[src/rtl/paralelo_serial_tx.sv]
// rtl/paralelo_serial_tx.sv - byte-parallel to MSB-first serial transmitter with comma fill
// Optional SYNC comma preamble is enabled by defining macro PS_TX_SYNC_PREAMBLE_EN.
module paralelo_serial_tx #(
    parameter logic [7:0]  COMMA       = 8'hBC,
    parameter int unsigned SYNC_COMMAS = 4
) (
    input  logic       clk_32f,
    input  logic       reset,
    input  logic [7:0] data_in,
    input  logic       valid_in,
    output logic       ready_out,
    output logic       data_out,
    output logic       active_out,
    output logic       byte_strobe
);

`ifdef PS_TX_SYNC_PREAMBLE_EN
    localparam bit LP_PREAMBLE_EN = 1'b1;
`else
    localparam bit LP_PREAMBLE_EN = 1'b0;
`endif
    localparam logic [3:0] LP_LAST_COMMA = SYNC_COMMAS[3:0];

    typedef enum logic {ST_SYNC, ST_ACTIVE} state_t;

    state_t     r_state;
    logic [2:0] r_bit_cnt;
    logic [3:0] r_comma_cnt;
    logic [7:0] r_fifo_0;
    logic [7:0] r_fifo_1;
    logic [1:0] r_fifo_cnt;
    logic [7:0] r_shift;
    logic       r_data_out;
    logic       r_strobe;
    logic       r_active;

    logic       w_boundary;
    logic       w_go_active;
    logic       w_push;
    logic       w_pop;
    logic [7:0] w_next_byte;

    // r_comma_cnt counts commas already started, so the boundary that ends the last one
    // is the first boundary where the count has reached SYNC_COMMAS.
    assign w_boundary  = (r_bit_cnt == 3'd7);
    assign w_go_active = (r_state == ST_ACTIVE) ||
                         (w_boundary && (r_comma_cnt == LP_LAST_COMMA));
    assign ready_out   = !reset && (r_fifo_cnt != 2'd2);
    assign w_push      = valid_in && ready_out;
    assign w_pop       = w_boundary && w_go_active && (r_fifo_cnt != 2'd0);
    assign w_next_byte = w_pop ? r_fifo_0 : COMMA;

    assign data_out    = r_data_out;
    assign byte_strobe = r_strobe;
    assign active_out  = r_active;

    always_ff @(posedge clk_32f) begin
        if (reset) begin
            r_state     <= LP_PREAMBLE_EN ? ST_SYNC : ST_ACTIVE;
            r_bit_cnt   <= 3'd7;
            r_comma_cnt <= 4'd0;
            r_fifo_0    <= 8'd0;
            r_fifo_1    <= 8'd0;
            r_fifo_cnt  <= 2'd0;
            r_shift     <= 8'd0;
            r_data_out  <= 1'b0;
            r_strobe    <= 1'b0;
            r_active    <= 1'b0;
        end else begin
            r_bit_cnt <= r_bit_cnt + 3'd1;
            r_strobe  <= w_boundary;
            r_active  <= w_go_active;

            if (w_boundary) begin
                r_shift    <= {w_next_byte[6:0], 1'b0};
                r_data_out <= w_next_byte[7];
                if (r_state == ST_SYNC) begin
                    if (w_go_active) begin
                        r_state <= ST_ACTIVE;
                    end else begin
                        r_comma_cnt <= r_comma_cnt + 4'd1;
                    end
                end
            end else begin
                r_shift    <= {r_shift[6:0], 1'b0};
                r_data_out <= r_shift[7];
            end

            case ({w_push, w_pop})
                2'b10: begin
                    if (r_fifo_cnt == 2'd0) begin
                        r_fifo_0 <= data_in;
                    end else begin
                        r_fifo_1 <= data_in;
                    end
                    r_fifo_cnt <= r_fifo_cnt + 2'd1;
                end
                2'b01: begin
                    r_fifo_0   <= r_fifo_1;
                    r_fifo_cnt <= r_fifo_cnt - 2'd1;
                end
                // Push and pop together only happen at occupancy 1: new byte takes the head.
                2'b11: r_fifo_0 <= data_in;
                default: ;
            endcase
        end
    end

endmodule
[config.mk]
export PLATFORM = sky130hd
export DESIGN_NAME = paralelo_serial_tx
export DESIGN_NICKNAME = d
export VERILOG_FILES = /design/src/rtl/paralelo_serial_tx.sv
export SDC_FILE = /design/constraint.sdc
export NUM_CORES = 1
export LEC_CHECK = 0
export BUFFER_PORTS_ARGS = -buffer_cell sky130_fd_sc_hd__buf_2
export CAP_MARGIN = 20
export CORE_MARGIN = 5
export CORE_UTILIZATION = 38
export DETAILED_ROUTE_END_ITERATION = 6
export GPL_TIMING_DRIVEN = 0
export SYNTH_ARGS = -nofsm -noshare
export SYNTH_HDL_FRONTEND = slang
export SYNTH_SLANG_ARGS = --single-unit
export TNS_END_PERCENT = 30
[constraint.sdc]
create_clock -name clk_32f -period 5.3 [get_ports clk_32f]
set_input_delay 1.06 -clock clk_32f [delete_from_list [all_inputs] [get_ports clk_32f]]
set_output_delay 1.06 -clock clk_32f [all_outputs]
set_load 0.02 [all_outputs]
-- Word level (Yosys, flattened, before mapping)
Index checks and enable logic that the tools add are counted.
- register bits after elaboration: 37
- latch bits: 0
- bits in writable memories: 0
- ROM bits: 0
- input port bits: 11
- output and inout port bits: 4
- memories: 0
- add/subtract/negate cells: 4
- multipliers: 0
- div/mod/pow operators: 0
- order comparisons: 0
- eq/ne operators: 7
- shift operators: 0
- multiplexer cells: 8
- bitwise logic cells: 3
- reductions and logical operators: 14
- operators by type and width (cell ; count):
    2-to-1 mux 8 bit ; 3
    one-hot mux 8 bit (3 select lines) ; 1
    logical AND 1 bit ; 5
    adder 4 x 1 -> 4 bit (second input constant) ; 1
    == test 2 bit (second input constant) ; 2
    == test 4 x 3 -> 1 bit (second input constant) ; 1
    inequality test 2 bit (second input constant) ; 2
    one-hot mux 2 bit (2 select lines) ; 1
    AND reduction 2 bit ; 2
    nonzero test 2 bit ; 2
    adder 3 x 1 -> 3 bit (second input constant) ; 1
    == test 3 bit (second input constant) ; 1
    2-to-1 mux 1 bit ; 3
    inverter 1 bit ; 3
    AND reduction 3 bit ; 1
    nonzero test 3 bit ; 1
    adder 2 x 1 -> 2 bit (second input constant) ; 1
    == test 2 x 1 -> 1 bit (second input constant) ; 1
    logical NOT 2 bit ; 1
    subtractor 2 x 1 -> 2 bit (second input constant) ; 1
    logical NOT 1 bit ; 1
    logical OR 1 bit ; 1

-- Logic depth before layout (Yosys ltp)
Gate-level depths: netlist (run 1).
- word-level depth: 8
- mapped depth: 11

-- Least setup slack after synthesis (run 1)
Ideal clock, no wire load.
- path type: input-to-reg
- from: in reset
- to: reg r_fifo_cnt[1]
- setup time: 70 ps
- arrival time: 2867 ps
- required time: 5230 ps
- path slack: 2363 ps
- stages on the path: 9
- buffers on the path: 3
- path through: clkbuf_1 buf_2 a21oi_1 nand2_1 ha_1 buf_2 xnor2_1 or3_1 a21oi_1
- word-level cells in the longest chain between the ends: 5
- elaborated cells on any way between the ends: 7
- those cells by class: 2 x eq/ne; 1 x mux; 4 x reduce/logical
- RTL lines (element ; RTL line ; text):
    from (decl) ; 8 ; input logic reset,
    logical NOT 1 bit * ; 48 ; assign ready_out = !reset && (r_fifo_cnt != 2'd2);
    logical AND 1 bit * ; 48 ;
    via ready_out ; 11 ; output logic ready_out,
    logical AND 1 bit * ; 49 ; assign w_push = valid_in && ready_out;
    == test 2 x 1 -> 1 bit / == test 2 bit (equally long branches) ; 89 ; case ({w_push, w_pop})
    one-hot mux 2 bit (2 select lines) / nonzero test 2 bit (equally long branches) ; -- ;
    to (signal assigned) ; 96 ; r_fifo_cnt <= r_fifo_cnt + 2'd1;
    to (signal assigned) ; 100 ; r_fifo_cnt <= r_fifo_cnt - 2'd1;
    to (decl) ; 31 ; logic [1:0] r_fifo_cnt;
The timed path passes the listed nets; every way through them passes the cells marked *.
A chain may end at the register's enable or synchronous reset.

-- Final worst setup path (run 1)
- from: in reset
- to: out ready_out
- word-level cells in the longest chain between the ends: 2
- RTL lines (element ; RTL line):
    logical NOT 1 bit ; 48
    logical AND 1 bit ; 48
    to (decl) ; 11
No other way between the ends.

==> results summary, run 1 <==
The run finished with clean final reports. A synthesized cell averages just under 10 sq um. The synthesized net count came out at between 150 and 200. The number of I/O pins came out at 15.

The number of inserted filler cells in the final layout came out at ~430. The worst setup skew after layout came out at around 0.0063 ns. The maximum achievable frequency is roughly 330 MHz.

The number of distinct standard cells referenced by the synthesized netlist is 32. Along the worst path, the maximum fanout reaches 10. Setup repair after global routing left no endpoint under its margin. The worst slack on hold paths came out at 0.409 ns. The number of pins with negative max-slew slack in the final report came out at 0. The number of antenna violations at the first check in global routing is 0. The CTS buffer count came out at 5. The core footprint is ~4300 sq um. The number of hold-repair buffers added at the cts stage is 0. The number of setup buffers added after CTS came out at 0. For this block, the routed nets add up to roughly 3.0 mm of wire. Measured against its own limit, the worst slew margin works out to 0.618. The post-synthesis register bit count came out at 36. The clock input transition at the sequential cells of the worst setup and hold paths came out at approximately 0.060 ns. The total number of placement rows is 24. The area added between synthesis and finish is 13.3%.

The placed wire-length estimate after detailed placement is 2.27 mm. The worst setup path is launched from an input pin. The detailed router finished its first iteration with 49 violations. The count of TritonRoute iterations in the first routing pass came out at 4. Entering global routing, the biggest net connects 11 pins. The vertical extent of the die came out at about 76 um. The transition time at the pin with the least slew margin is about 0.57 ns. TritonCTS built the clock tree.

The number of setup violations in the final report came out at 0. The Yosys warning count came out at 0. The clock latency at the later pin of the worst-skew pair came out at approximately 0.28 ns. The first global-routing pass estimated about 5.3 mm of wire. The die width is between 70 and 80 um. The total overflow reported by the global router came out at 0. The final antenna-violating net count came out at 0. The analysis attributes to cell leakage a power of about 0.79 nW. The worst voltage drop across the vdd grid is roughly 0.19 mV. The final critical-path required period came out at slightly above 3 ns. The clock passes through at most 2 buffers.

STA puts the critical path data required time at 4.24 ns. The final design area excluding fillers is ~1900 sq um. In the final layout, the share of cells above drive strength 1 is 0.212. The min-delay analysis places its worst path in the category reg2reg.

The post-route setup TNS came out at 0 ns. The cell type with the highest aggregate area in the netlist is dfxtp_1. The part of the cycle the worst path needs is 0.572.

The total inserted antenna cells is 0. The total number of clock tree sinks came out at 36. The combined global-route utilization of all metal layers is 0.111. The area of the mapped netlist came out at approximately 1700 sq um. The clock tree synthesis step divided the H-tree into 2 levels. For this configuration, the core starts out at a cell density of 0.384. The worst setup path is captured at an output pin. The mean number of vias per cell came out at 4.88. The final worst setup slack is around 2.3 ns. The buffer cell driving the clock tree root is clkbuf_8. The cell area after placement came out at about 1800 sq um.

The number of vias in the routed layout came out at roughly 1200. The area enclosed by the die boundary came out at a little under 6000 sq um. By area the synthesized netlist is led by dfxtp_1 44%, mux2i_1 10%, nor2_1 6.8%.

The average wire per cell in the routed design is about 13 um. After clock tree synthesis, the repair step resized 0 gates. The power per standard cell area came out at roughly 360 nW/um^2. The startpoint-to-endpoint class of the critical path is in2out. The number of max-capacitance violations reported is 0.

The worst setup slack before clock tree synthesis came out at about 2.3 ns. The post-route DRC violation count is 0. For this run, the register share of the synthesized area comes to 0.437.

The number of buffer cells added on primary ports came out at 13. Data arrives at the worst endpoint at approximately 2 ns. The via count of the first global-routing pass is ~1300. The number of hold violations in the final report is 0. The share of synthesized area in the top cell type comes to 0.437. After the last flow step, the layout net total stands at about 210. The most frequent standard cell in the layout excluding fill and tap cells is dfxtp_1. Counting every instance in the synthesized netlist gives between 150 and 200. The final weighted congestion in routability-driven placement came out at roughly 0.74. In the layout the commonest cells are 36 x dfxtp_1, 30 x nor2_1, 17 x buf_2, 17 x mux2i_1, 9 x nor2b_1.
[logic make-up (layout without fill, tap and decap cells)]
logic type | count (synthesis) | after routing | synth area share
mux | 24 | 24 | 0.155
compound gates | 24 | 24 | 0.116
buf+inv | 15 | 36 | 0.0462
flops | 36 | 36 | 0.437
fa+ha+maj | 6 | 6 | 0.0455
xor+xnor | 2 | 2 | 0.0106
simple gates | 61 | 61 | 0.190
[sequential cells by signal (all words and copies together), names as in the netlist]
name         flops
r_fifo_0         8
r_fifo_cnt       2
data_out         1
byte_strobe      1
r_fifo_1         8
r_comma_cnt      4
active_out       1
r_bit_cnt        3
r_shift          7
r_state          1
[cells in the mapped netlist]
master    number
xor2_1         1
mux2_2         5
nand3_1        3
o21ai_2        1
o21a_1         6
nor2b_1        9
buf_6          2
nor2_1        30
nand2_1        5
mux2_4         2
o31ai_1        1
o221ai_2       1
mux2i_1       17
dfxtp_1       36
o21ai_0        6
nand3b_1       1
or4_1          1
nor4b_4        1
and2_1         1
xnor2_1        1
o32a_4         1
o32ai_4        1
or2_2          3
ha_1           6
nand2b_1       4
clkbuf_1       3
buf_1          1
or3_1          2
a21oi_1        7
and3b_1        1
buf_2          4
inv_1          5
[power breakdown]
part / switching, mW / internal, mW
registers: 0.0106 / 0.302
clock network: 0.0937 / 0.106
logic: 0.0890 / 0.0809
[worst paths after layout]
path                                         startpoint                  endpoint  slack, ns  cells after the start
worst min register to register  r_bit_cnt[0]$_SDFF_PP1_   r_bit_cnt[0]$_SDFF_PP1_       0.41                      1
worst max register to register  r_bit_cnt[0]$_SDFF_PP1_  r_fifo_0[5]$_SDFFE_PP0P_       2.71                     10
worst max-delay path                              reset                 ready_out       2.27                      4
worst min-delay path            r_bit_cnt[0]$_SDFF_PP1_   r_bit_cnt[0]$_SDFF_PP1_       0.41                      1
[worst max-delay path, stage by stage]
cell,delay (ns)
clkbuf_1,0.34
buf_2,0.30
a21oi_1,0.09
buf_2,0.17
[final cells by class]
| type | instances | area, sq um | share of cell area |
|---|---|---|---|
| well taps | 52 | 65.1 | 0.0348 |
| inverters | 5 | 18.8 | 0.0100 |
| flip-flops and latches | 36 | 721 | 0.385 |
| repair buffers | 13 | 65.1 | 0.0348 |
| clock buffers | 8 | 90.1 | 0.0482 |
| multi-input cells | 117 | 853 | 0.456 |
| plain buffers | 10 | 57.6 | 0.0308 |
[routing by layer]
layer  share of wire  global-route usage
met4           0.014              0.0427
met2            0.50               0.196
met1            0.44               0.120
met5               0                   0
met3           0.040              0.0379
[through the flow]
stage | total power, mW | utilization | cells
after floorplan | 0.455 | - | 168
after global placement | 0.485 | 0.415 | 233
after detailed placement | 0.490 | 0.415 | 233
after CTS | 0.691 | 0.436 | 241
after global routing | 0.719 | 0.436 | 241
final | 0.682 | 0.436 | 241
Note: power is estimated with default switching activity, not from simulation.
==> run 2, diff against run 1 <==
--- a/config.mk
+++ b/config.mk
@@ -5,6 +5,7 @@
 export SDC_FILE = /design/constraint.sdc
 export NUM_CORES = 1
 export LEC_CHECK = 0
+export ABC_AREA = 1
 export BUFFER_PORTS_ARGS = -buffer_cell sky130_fd_sc_hd__buf_2
 export CAP_MARGIN = 20
 export CORE_MARGIN = 5
==> constraint.sdc (replaced) <==
create_clock -name clk_32f -period 2.6 [get_ports clk_32f]
set_input_delay 0.52 -clock clk_32f [delete_from_list [all_inputs] [get_ports clk_32f]]
set_output_delay 0.52 -clock clk_32f [all_outputs]
set_load 0.02 [all_outputs]
==> results summary, run 2 <==
The number of hold violations in the final report came to 0 (unchanged). The die width came out at 75.7 um (-0.33%). The post-route setup TNS came out at 0 ns (unchanged). The leakage power is 0.893 nW (+13%). The mean number of vias per cell came out at 4.48 (-8.1%). Setup repair after global routing left no endpoint under its margin. The maximum achievable frequency is around 430 MHz.

The synthesized net count came out at 235 (+27%). The placed wire-length estimate after detailed placement came out at 2.18 mm (-4.0%). The total overflow reported by the global router came out at 0 (unchanged).

The total number of placement rows came out at 23 (-4.2%). The final antenna-violating net count is 0 (unchanged). The violation count after the first detailed-routing iteration is 59 (+20%).

The arrival time reported for the critical path endpoint is 2.50 ns (+0.53 ns). The clock group share of total power is 0.348 (+0.055). The quantity of gates resized following cts came out at 0 (unchanged).

The area of the mapped netlist is 1640 sq um (-0.76%). The number of buffer cells added on primary ports came out at 14 (+1). Sorting the synthesized cells by how often they occur yields 36 x dfxtp_1, 33 x inv_1, 29 x nand2_1, 29 x nor2_1, 21 x a21oi_1. The synthesized netlist cell count is 218 (+30%).

The area added between synthesis and finish is 14.9%. TritonCTS built the clock tree. The final critical-path required period is about 2.3 ns. The most frequent cell after synthesis is dfxtp_1. The Yosys warning count came out at 0 (unchanged). The combinational share of power is 0.191 (-0.058). The post-synthesis register bit count came out at 36 (unchanged). The post-synthesis sequential area ratio was 0.440 (+0.00334).

The number of vias in the routed layout is 1300 (+11%). The run finished with clean final reports. The clock latency at the later pin of the worst-skew pair is 0.29 ns (about the same). The total inserted antenna cells came out at 0 (unchanged). The worst voltage drop across the vdd grid came out at 0.341 mV (+79%). In the layout the commonest cells are 36 x dfxtp_1, 33 x inv_1, 29 x nand2_1, 29 x nor2_1, 21 x a21oi_1. The worst slew slack as a fraction of its limit came out at 0.699 (+0.0810). The transition time at the pin with the least slew margin is 0.451 ns (-0.121 ns). The clock input transition at the sequential cells of the worst setup and hold paths came out at 0.08 ns (+0.02 ns).

The combined global-route utilization of all metal layers is 0.123 (+0.0124). The total number of clock tree sinks came out at 36 (unchanged). Clock tree synthesis selected as its root buffer the cell clkbuf_8.

The internal power consumption came out at 1.01 mW (+110%). The number of setup buffers added after CTS was 0 (unchanged). The total number of H-tree levels is 2 (unchanged). The number of setup violations in the final report came out at 0 (unchanged). The core footprint came out at 4090 sq um (-4.8%).

The number of max-capacitance violations reported came to 0 (unchanged). The critical path in this run is classified as reg2reg. The number of nets in the finished design was 256 (+25%). The launching element type of the critical path is a register.

The average wire per cell in the routed design is 10.4 um (-18%). Among all flip-flop cells after synthesis, the most frequent one is dfxtp_1. The via count of the first global-routing pass came out at 1223 (-3.4%). The switching share of total power came out at 0.280 (-0.00324). The switching power was 392 uW (+100%). The number of inserted filler cells in the final layout is 439 (+2.3%). The synthesized design spends more area on one cell type than any other, namely dfxtp_1.

The worst setup skew after layout is 0.00670 ns (+0.000426 ns). The final weighted congestion in routability-driven placement is 0.745 (+0.28%). The sort of element at the end of the critical path is a register.

The wire length after detailed routing is 3.02 mm (-1.0%). The portion of synthesized cell area occupied by the leading cell type is 0.440 (+0.00334). The worst setup slack before clock tree synthesis came out at 0.295 ns (-1.96 ns). The multi-input combinational cell area came out at 703 sq um (-18%).

The number of distinct standard cells referenced by the synthesized netlist came out at 23 (-28%). The number of hold-repair buffers added at the cts stage is 0 (unchanged). The path class of the tightest hold or removal check is reg2reg. The initial core utilization is 0.401 (+0.0165). The worst-path maximum fanout was 10 (unchanged). The post-route DRC violation count came to 0 (unchanged). The maximum buffer depth of the clock tree is 2 (unchanged).

The number of I/O pins is 15 (unchanged). The data required time at the worst endpoint came to 2.78 ns (-1.46 ns). The vertical extent of the die was 75.7 um (-0.33%). The largest net degree at the start of global routing is 13 (+2).

The area enclosed by the die boundary came out at 5720 sq um (-0.66%). The final worst setup slack was 0.280 ns (-1.99 ns). In the final layout, the registers with the most flip-flops are r_fifo_0 (8), r_fifo_1 (8), r_shift (7).

By area the synthesized netlist is led by dfxtp_1 44%, inv_1 7.6%, nand2_1 6.6%. The worst slack on hold paths came out at 0.404 ns (-0.00570 ns). The global-route wire length before repair came out at 5.44 mm (+2.4%).

The fraction of synthesis flops using an asynchronous set or reset pin is 0 (unchanged). The most frequent standard cell in the layout excluding fill and tap cells is dfxtp_1. The power share of the sequential group came out at 0.461 (+0.003). The number of pins with negative max-slew slack in the final report is 0 (unchanged). The power per standard cell area came out at 743 nW/um^2 (+100%). The per-instance average area after synthesis is 7.51 sq um (-24%). The area of all sequential standard cells is 721 sq um (unchanged). The final standard cell utilization of the core is 0.461 (+0.0249). The share of final-layout standard cells stronger than drive strength 1 came to 0.183 (-0.0283). Dividing the final minimum period by the clock period gives 0.892. The number of synthesized flops with an enable pin came out at 0 (unchanged). The count of TritonRoute iterations in the first routing pass came out at 5 (+1). The number of antenna violations at the first check in global routing came out at 0 (unchanged). The CTS buffer count was 5 (unchanged).
==> run 2: kinds of logic (layout without fill, tap and decap cells) <==
family	after synthesis	count (layout)	synth area share
buffers and inverters	46	68	0.131
and+or+nand+nor	84	84	0.243
adders and majority gates	6	6	0.0458
AOI/OAI and AO/OA	46	46	0.141
DFF	36	36	0.440
==> run 2: per-stage QoR <==
stage,std cells,instance area [sq um],total power [mW]
floorplan,218,1640,0.865
global placement,282,1770,0.925
detailed placement,282,1770,0.927
CTS,290,1880,1.42
global route,290,1880,1.49
finish,290,1880,1.40
==> run 2: per-layer routing <==
layer / global-route usage / up-vias / part of all wire
li1: - / 721 / -
met1: 0.167 / 550 / 0.53
met2: 0.188 / 25 / 0.42
met3: 0.0396 / 4 / 0.042
met4: 0.0350 / 0 / 0.012
met5: 0 / - / 0
==> run 2: power groups by stage <==
stage / registers [mW] / clock network [mW] / logic (mW)
2_1_floorplan: 0.656 / 0 / 0.209
3_3_place_gp: 0.656 / 0 / 0.269
3_5_place_dp: 0.658 / 0 / 0.269
4_1_cts: 0.645 / 0.505 / 0.271
5_1_grt: 0.652 / 0.526 / 0.315
6_report: 0.645 / 0.487 / 0.267
==> run 2: worst paths after layout <==
kind / slack (ns) / start / end / cells past startpoint
worst min register to register: 0.40 / r_bit_cnt[0]$_SDFF_PP1_ / r_bit_cnt[0]$_SDFF_PP1_ / 1
worst min-delay path: 0.40 / r_bit_cnt[0]$_SDFF_PP1_ / r_bit_cnt[0]$_SDFF_PP1_ / 1
worst max-delay path: 0.28 / r_bit_cnt[0]$_SDFF_PP1_ / r_fifo_0[6]$_SDFFE_PP0P_ / 17
worst max register to register: 0.28 / r_bit_cnt[0]$_SDFF_PP1_ / r_fifo_0[6]$_SDFFE_PP0P_ / 17
==> run 2: final cells by class <==
| class | instances | share of cell area |
|---|---|---|
| clock inverter | 3 | 0.0226 |
| buffer | 10 | 0.0419 |
| sequential | 36 | 0.383 |
| inverter | 36 | 0.0718 |
| multi-input combinational | 136 | 0.374 |
| clock buffer | 5 | 0.0366 |
| tap | 50 | 0.0332 |
| timing repair buffer | 14 | 0.0372 |
==> run 2: critical path, stage by stage, from the launching register on <==
cell     delay (ns)
dfxtp_1        0.32
ha_1           0.19
ha_1           0.18
buf_6          0.14
nand2_2        0.05
inv_2          0.03
nand2_2        0.07
nand2_4        0.06
nand2_4        0.09
buf_6          0.14
inv_1          0.05
ha_1           0.18
buf_2          0.16
buf_2          0.18
nand2_1        0.07
o21ai_0        0.07
a21oi_1        0.14
nor2_1         0.06
